`config.mk`:
```
export PLATFORM = sky130hd
export DESIGN_NAME = alu_operand_driver
export DESIGN_NICKNAME = d
export VERILOG_FILES = /design/src/rtl/alu_operand_driver.sv
export SDC_FILE = /design/constraint.sdc
export NUM_CORES = 1
export LEC_CHECK = 0
export CORE_ASPECT_RATIO = 1.5
export CORE_MARGIN = 2
export CORE_UTILIZATION = 52
export DETAILED_ROUTE_END_ITERATION = 10
export GPL_ROUTABILITY_DRIVEN = 0
export GPL_TIMING_DRIVEN = 0
export PLACE_DENSITY = 0.84
export SETUP_SLACK_MARGIN = 0.02
export SLEW_MARGIN = 15
export SYNTH_ARGS = -nofsm -noshare
export SYNTH_HDL_FRONTEND = slang
export SYNTH_SLANG_ARGS = --single-unit
```
`constraint.sdc`:
```
create_clock -name clk -period 6.51 [get_ports clk]
set_input_delay 0.9765 -clock clk [delete_from_list [all_inputs] [get_ports clk]]
set_output_delay 0.9765 -clock clk [all_outputs]
set_load 0.1 [all_outputs]
```
`src/rtl/alu_operand_driver.sv`:
```
// Initiator-side front end of the multi-cycle ALU input interface.
// Registers one request per handshake and serializes A then B, LSB byte first.
module alu_operand_driver #(
    parameter int unsigned OPERAND_BUS_WIDTH      = 8,
    parameter int unsigned OPERAND_MAX_DATA_WIDTH = 32
) (
    input  logic                              clk,
    input  logic                              rst,
    input  logic                              req_valid,
    output logic                              req_ready,
    input  logic [2:0]                        req_op,
    input  logic [OPERAND_MAX_DATA_WIDTH-1:0] req_a,
    input  logic [OPERAND_MAX_DATA_WIDTH-1:0] req_b,
    input  logic [1:0]                        req_a_len,
    input  logic [1:0]                        req_b_len,
    output logic                              alu_in_valid,
    input  logic                              alu_in_ready,
    output logic [2:0]                        alu_in_op,
    output logic [OPERAND_BUS_WIDTH-1:0]      alu_in_data,
    output logic                              alu_in_sel,
    output logic                              alu_in_last,
    output logic                              busy,
    output logic [7:0]                        bad_op_cnt
);

    localparam int unsigned BEATS_MAX = OPERAND_MAX_DATA_WIDTH / OPERAND_BUS_WIDTH;

    localparam logic [1:0] IDLE     = 2'd0;
    localparam logic [1:0] SEND_A   = 2'd1;
    localparam logic [1:0] SEND_B   = 2'd2;
    localparam logic [1:0] SEND_RST = 2'd3;

    localparam logic [2:0] OP_NOP = 3'b000;
    localparam logic [2:0] OP_ADD = 3'b001;
    localparam logic [2:0] OP_AND = 3'b010;
    localparam logic [2:0] OP_XOR = 3'b011;
    localparam logic [2:0] OP_MUL = 3'b100;
    localparam logic [2:0] OP_RST = 3'b111;

    // Operands viewed as an array of bus-width beats so the beat counter indexes directly.
    typedef logic [BEATS_MAX-1:0][OPERAND_BUS_WIDTH-1:0] operand_t;

    logic [1:0] state_q, state_d;
    logic [1:0] cnt_q, cnt_d;
    logic [2:0] op_q, op_d;
    operand_t   a_q, a_d;
    operand_t   b_q, b_d;
    logic [1:0] a_len_q, a_len_d;
    logic [1:0] b_len_q, b_len_d;
    logic [7:0] bad_q, bad_d;

    logic accept;
    logic beat_xfer;

    assign req_ready  = (state_q == IDLE) && !rst;
    assign accept     = req_valid && req_ready;
    assign beat_xfer  = alu_in_valid && alu_in_ready;
    assign busy       = (state_q != IDLE);
    assign bad_op_cnt = bad_q;

    always_comb begin
        state_d = state_q;
        cnt_d   = cnt_q;
        op_d    = op_q;
        a_d     = a_q;
        b_d     = b_q;
        a_len_d = a_len_q;
        b_len_d = b_len_q;
        bad_d   = bad_q;
        case (state_q)
            IDLE: begin
                if (accept) begin
                    case (req_op)
                        OP_ADD, OP_AND, OP_XOR, OP_MUL: begin
                            op_d    = req_op;
                            a_d     = req_a;
                            b_d     = req_b;
                            a_len_d = req_a_len;
                            b_len_d = req_b_len;
                            cnt_d   = 2'd0;
                            state_d = SEND_A;
                        end
                        OP_RST: begin
                            op_d    = OP_RST;
                            cnt_d   = 2'd0;
                            state_d = SEND_RST;
                        end
                        OP_NOP: ;
                        default: begin
                            if (bad_q != 8'hFF) bad_d = bad_q + 8'd1;
                        end
                    endcase
                end
            end
            SEND_A: begin
                if (beat_xfer) begin
                    if (cnt_q == a_len_q) begin
                        cnt_d   = 2'd0;
                        state_d = SEND_B;
                    end else begin
                        cnt_d = cnt_q + 2'd1;
                    end
                end
            end
            SEND_B: begin
                if (beat_xfer) begin
                    if (cnt_q == b_len_q) begin
                        cnt_d   = 2'd0;
                        state_d = IDLE;
                    end else begin
                        cnt_d = cnt_q + 2'd1;
                    end
                end
            end
            SEND_RST: begin
                if (beat_xfer) begin
                    cnt_d   = 2'd0;
                    state_d = IDLE;
                end
            end
            default: state_d = IDLE;
        endcase
    end

    // Beat outputs decode straight from state so an async reset drops them immediately.
    always_comb begin
        alu_in_valid = (state_q != IDLE);
        alu_in_op    = alu_in_valid ? op_q : OP_NOP;
        alu_in_sel   = (state_q == SEND_B);
        alu_in_last  = (state_q == SEND_RST) || ((state_q == SEND_B) && (cnt_q == b_len_q));
        alu_in_data  = '0;
        case (state_q)
            SEND_A:  alu_in_data = a_q[cnt_q];
            SEND_B:  alu_in_data = b_q[cnt_q];
            default: alu_in_data = '0;
        endcase
    end

    always_ff @(posedge clk or posedge rst) begin
        if (rst) begin
            state_q <= IDLE;
            cnt_q   <= 2'd0;
            op_q    <= OP_NOP;
            a_q     <= '0;
            b_q     <= '0;
            a_len_q <= 2'd0;
            b_len_q <= 2'd0;
            bad_q   <= 8'd0;
        end else begin
            state_q <= state_d;
            cnt_q   <= cnt_d;
            op_q    <= op_d;
            a_q     <= a_d;
            b_q     <= b_d;
            a_len_q <= a_len_d;
            b_len_q <= b_len_d;
            bad_q   <= bad_d;
        end
    end

endmodule

```
==> summary.txt <==
Outcome
  • Status: complete, no violations

Placement
  • Buffers on Ports: 98
  • Post-DP HPWL: 6.44 mm
  • Cell area after placement: 5120 sq um

Clock network
  • Clk pin slew, worst setup/hold paths: 0.06 ns
  • CTS Root Cell: clkbuf_16
  • Clk_lat worst skew: 0.34 ns
  • Total CTS buffers: 9
  • CTS HTree Levels: 3
  • CTS tree: done
  • Post-CTS Setup Repair Bufs: 0
  • Hold Buf Count CTS: 0
  • CTS Sinks: 83
  • Clock buffer depth: 2
  • Post-cts resize count: 0

Worst setup path
  • CP max stage cell: clkdlybuf4s50_1
  • Worst R2R End: a_q[15]
  • CP top delay family: buffers and inverters
  • Max incr delay on CP: 0.97 ns
  • Setup CP Type: flip-flop to output port
  • Setup slack, reg-to-reg: 4.36 ns
  • Critical-path cell list: buf_2 -> mux4_2 -> a22oi_1 -> nor2_1 -> clkdlybuf4s50_1
  • RR Startpoint: state_q[0]
  • Max FO, Critical Path: 10
  • Worst path arrival time: 3.02 ns
  • Required time of the critical path: 5.53 ns
  • Cells on worst reg2reg path: 8
  • Buf/Inv on CP: 2
  • Crit end category: output port
  • Startpoint types: flip-flop

Die
  • IO Count: 99
  • Die H: 111 um
  • Die area: 8400 sq um
  • CORE AREA: 7510 sq um
  • Die W: 75.5 um
  • Initial Util: 0.531
  • Floorplan row count: 39

GRT
  • Met1 Resource Use GR: 0.286
  • Gr busiest metal: met2
  • Largest net degree at the start of global routing: 46
  • Met2 track demand over resource: 0.377
  • Vias in the first global route: 2969
  • Total grt overflow: 0
  • First-pass GRT wire length: 14.3 mm
  • Overall Global Routing Usage: 0.231
  • Antenna violations before repair: 0
  • Routing usage on met3: 0.0545

Final layout
  • Antenna Cells: 0
  • FILL cells: 544
  • Final Cell Area: 5400 sq um
  • Area of the multi-input gates: 1770 sq um
  • Area Growth Syn to Fin: 35.5%
  • Register area: 2080 sq um
  • Share of cells above drive strength 1: 0.310
  • Net count, final: 471

Run
  • Max-Cap Viols: 0

Detailed routing
  • Antenna Nets Post-Route: 0
  • Via count: 2719
  • Routed WL: 8.69 mm
  • Remaining DRCs: 0
  • Initial DRC count: 172
  • Pre-Repair DR Iteration Count: 4
  • DR vias/cell: 5.48
  • Routed len/inst: 17.5 um

Timing
  • Max Freq: 250 MHz
  • Final setup viols: 0
  • Final period util: 0.613
  • Setup TNS Final: 0 ns
  • Actual slew at the worst max-slew pin: 0.976 ns
  • RSZ-0062 raised after global routing: no
  • Min Tclk post-route: 3.99 ns
  • Final Max Tran Viols: 0
  • Worst Clk Skew: 0.00440 ns
  • Final hold viol count: 0
  • Slew headroom: 0.347

Synthesis
  • Synth Warn #: 0
  • Post-synth EDFFs: 0
  • Netlist area before placement: 3990 sq um
  • Sequential fraction of the synthesis area: 0.521
  • Synth cell count leaders: dfrtp_1 (83), mux2_2 (70), mux4_2 (16), buf_2 (11), nor2_1 (10)
  • Syn Area/Cell: 14.2 sq um
  • Fraction of registers with async set or reset after synthesis: 1.00
  • Count leader, synth: dfrtp_1
  • Prevailing post-synth register cell: dfrtp_1
  • Gate Count Post-Synth: 281
  • Yosys reg bits: 83
  • Yosys top cell by area: dfrtp_1
  • Synth Net Count: 361
  • Netlist cell types: 41
  • Yosys top cell area share: 0.521
  • Main area contributors after synthesis: dfrtp_1 (52%), mux2_2 (20%), mux4_2 (9.0%)

Min path
  • HP Start: bad_op_cnt[4]
  • Hold endpoint: bad_op_cnt[4]
  • Hold Path Class: flip-flop to flip-flop
  • Hold Path Stages: 1

Power and ir drop
  • PwrDens: 480 nW/um^2
  • Peak supply drop: 0.000495 V
  • Leak Pwr: 2.26 nW
## cell type report
cell class | instances | share of cell area
multi-input combinational | 172 | 0.328
clock inverter | 3 | 0.00741
sequential | 83 | 0.385
timing repair buffer | 99 | 0.185
clock buffer | 11 | 0.0449
tap | 102 | 0.0236
buffer | 18 | 0.0199
inverter | 8 | 0.00602
## placed cells by master, fill, tap and decap left out, drive strengths merged, types with 2 or more instances in the layout
cell           count
a311oi             2
xor2               4
inv                7
nor4               2
nand3              4
dfrtp             83
a21o               2
and2b              3
clkdlybuf4s50     98
nand2              4
and3               2
mux2              70
clkinv             3
nand4              4
ha                 5
mux4              16
buf               17
nor2              10
a22oi              8
o21ai              7
a21oi              5
xnor2              9
clkbuf            13
## per-layer routing
layer  up-vias  part of all wire
li1       1248                 -
met1      1365              0.39
met2        88              0.54
met3        18             0.049
met4         0             0.030
met5         -                 0
## logic make-up (layout without fill, tap and decap cells)
family                   Yosys count  count (layout)  share of synthesized area
flip-flops                        83              83                      0.521
multiplexers                      87              87                      0.291
AND/OR/NAND/NOR                   38              38                     0.0549
AO/OA/AOI/OAI                     29              29                     0.0549
buffers and inverters             26             139                     0.0345
adder cells (fa/ha/maj)            5               5                     0.0157
XOR/XNOR                          13              13                     0.0286
## through the flow
| stage | setup slack (ns) | hold WS [ns] | util | instances | power, mW |
|---|---|---|---|---|---|
| 5_1_grt | 2.42 | 0.510 | 0.719 | 496 | 2.72 |
| 2_1_floorplan | 2.54 | 0.474 | - | 281 | 1.81 |
| 3_5_place_dp | 2.75 | 0.488 | 0.681 | 482 | 2.11 |
| 3_3_place_gp | 2.15 | 0.475 | 0.678 | 481 | 2.07 |
| 6_report | 2.52 | 0.495 | 0.719 | 496 | 2.59 |
| 4_1_cts | 2.51 | 0.500 | 0.719 | 496 | 2.61 |
## state kept, by name, indices dropped and copies added, names as in the netlist
signal / flops
op_q: 3
b_len_q: 2
state_q: 2
bad_op_cnt: 8
b_q: 32
a_q: 32
cnt_q: 2
a_len_q: 2
## report_power, final
group          leakage (nW)  internal (mW)  switching, mW
logic                  1.11          0.509          0.714
clock network         0.141          0.302          0.188
registers              1.01          0.753          0.127
total                  2.26           1.56           1.03
## worst max-delay path by stage
stage	from	to	slack (ns)	cells after the start
4_1_cts	cnt_q[0]	alu_in_data[5]	2.51	5
5_1_grt	cnt_q[0]	alu_in_data[5]	2.42	5
3_5_place_dp	rst	req_ready	2.75	3
3_3_place_gp	rst	a_q[23]	2.15	2
6_report	cnt_q[0]	alu_in_data[5]	2.52	5
2_1_floorplan	state_q[0]	alu_in_data[0]	2.54	5
Note: power is estimated with default switching activity, not from simulation.
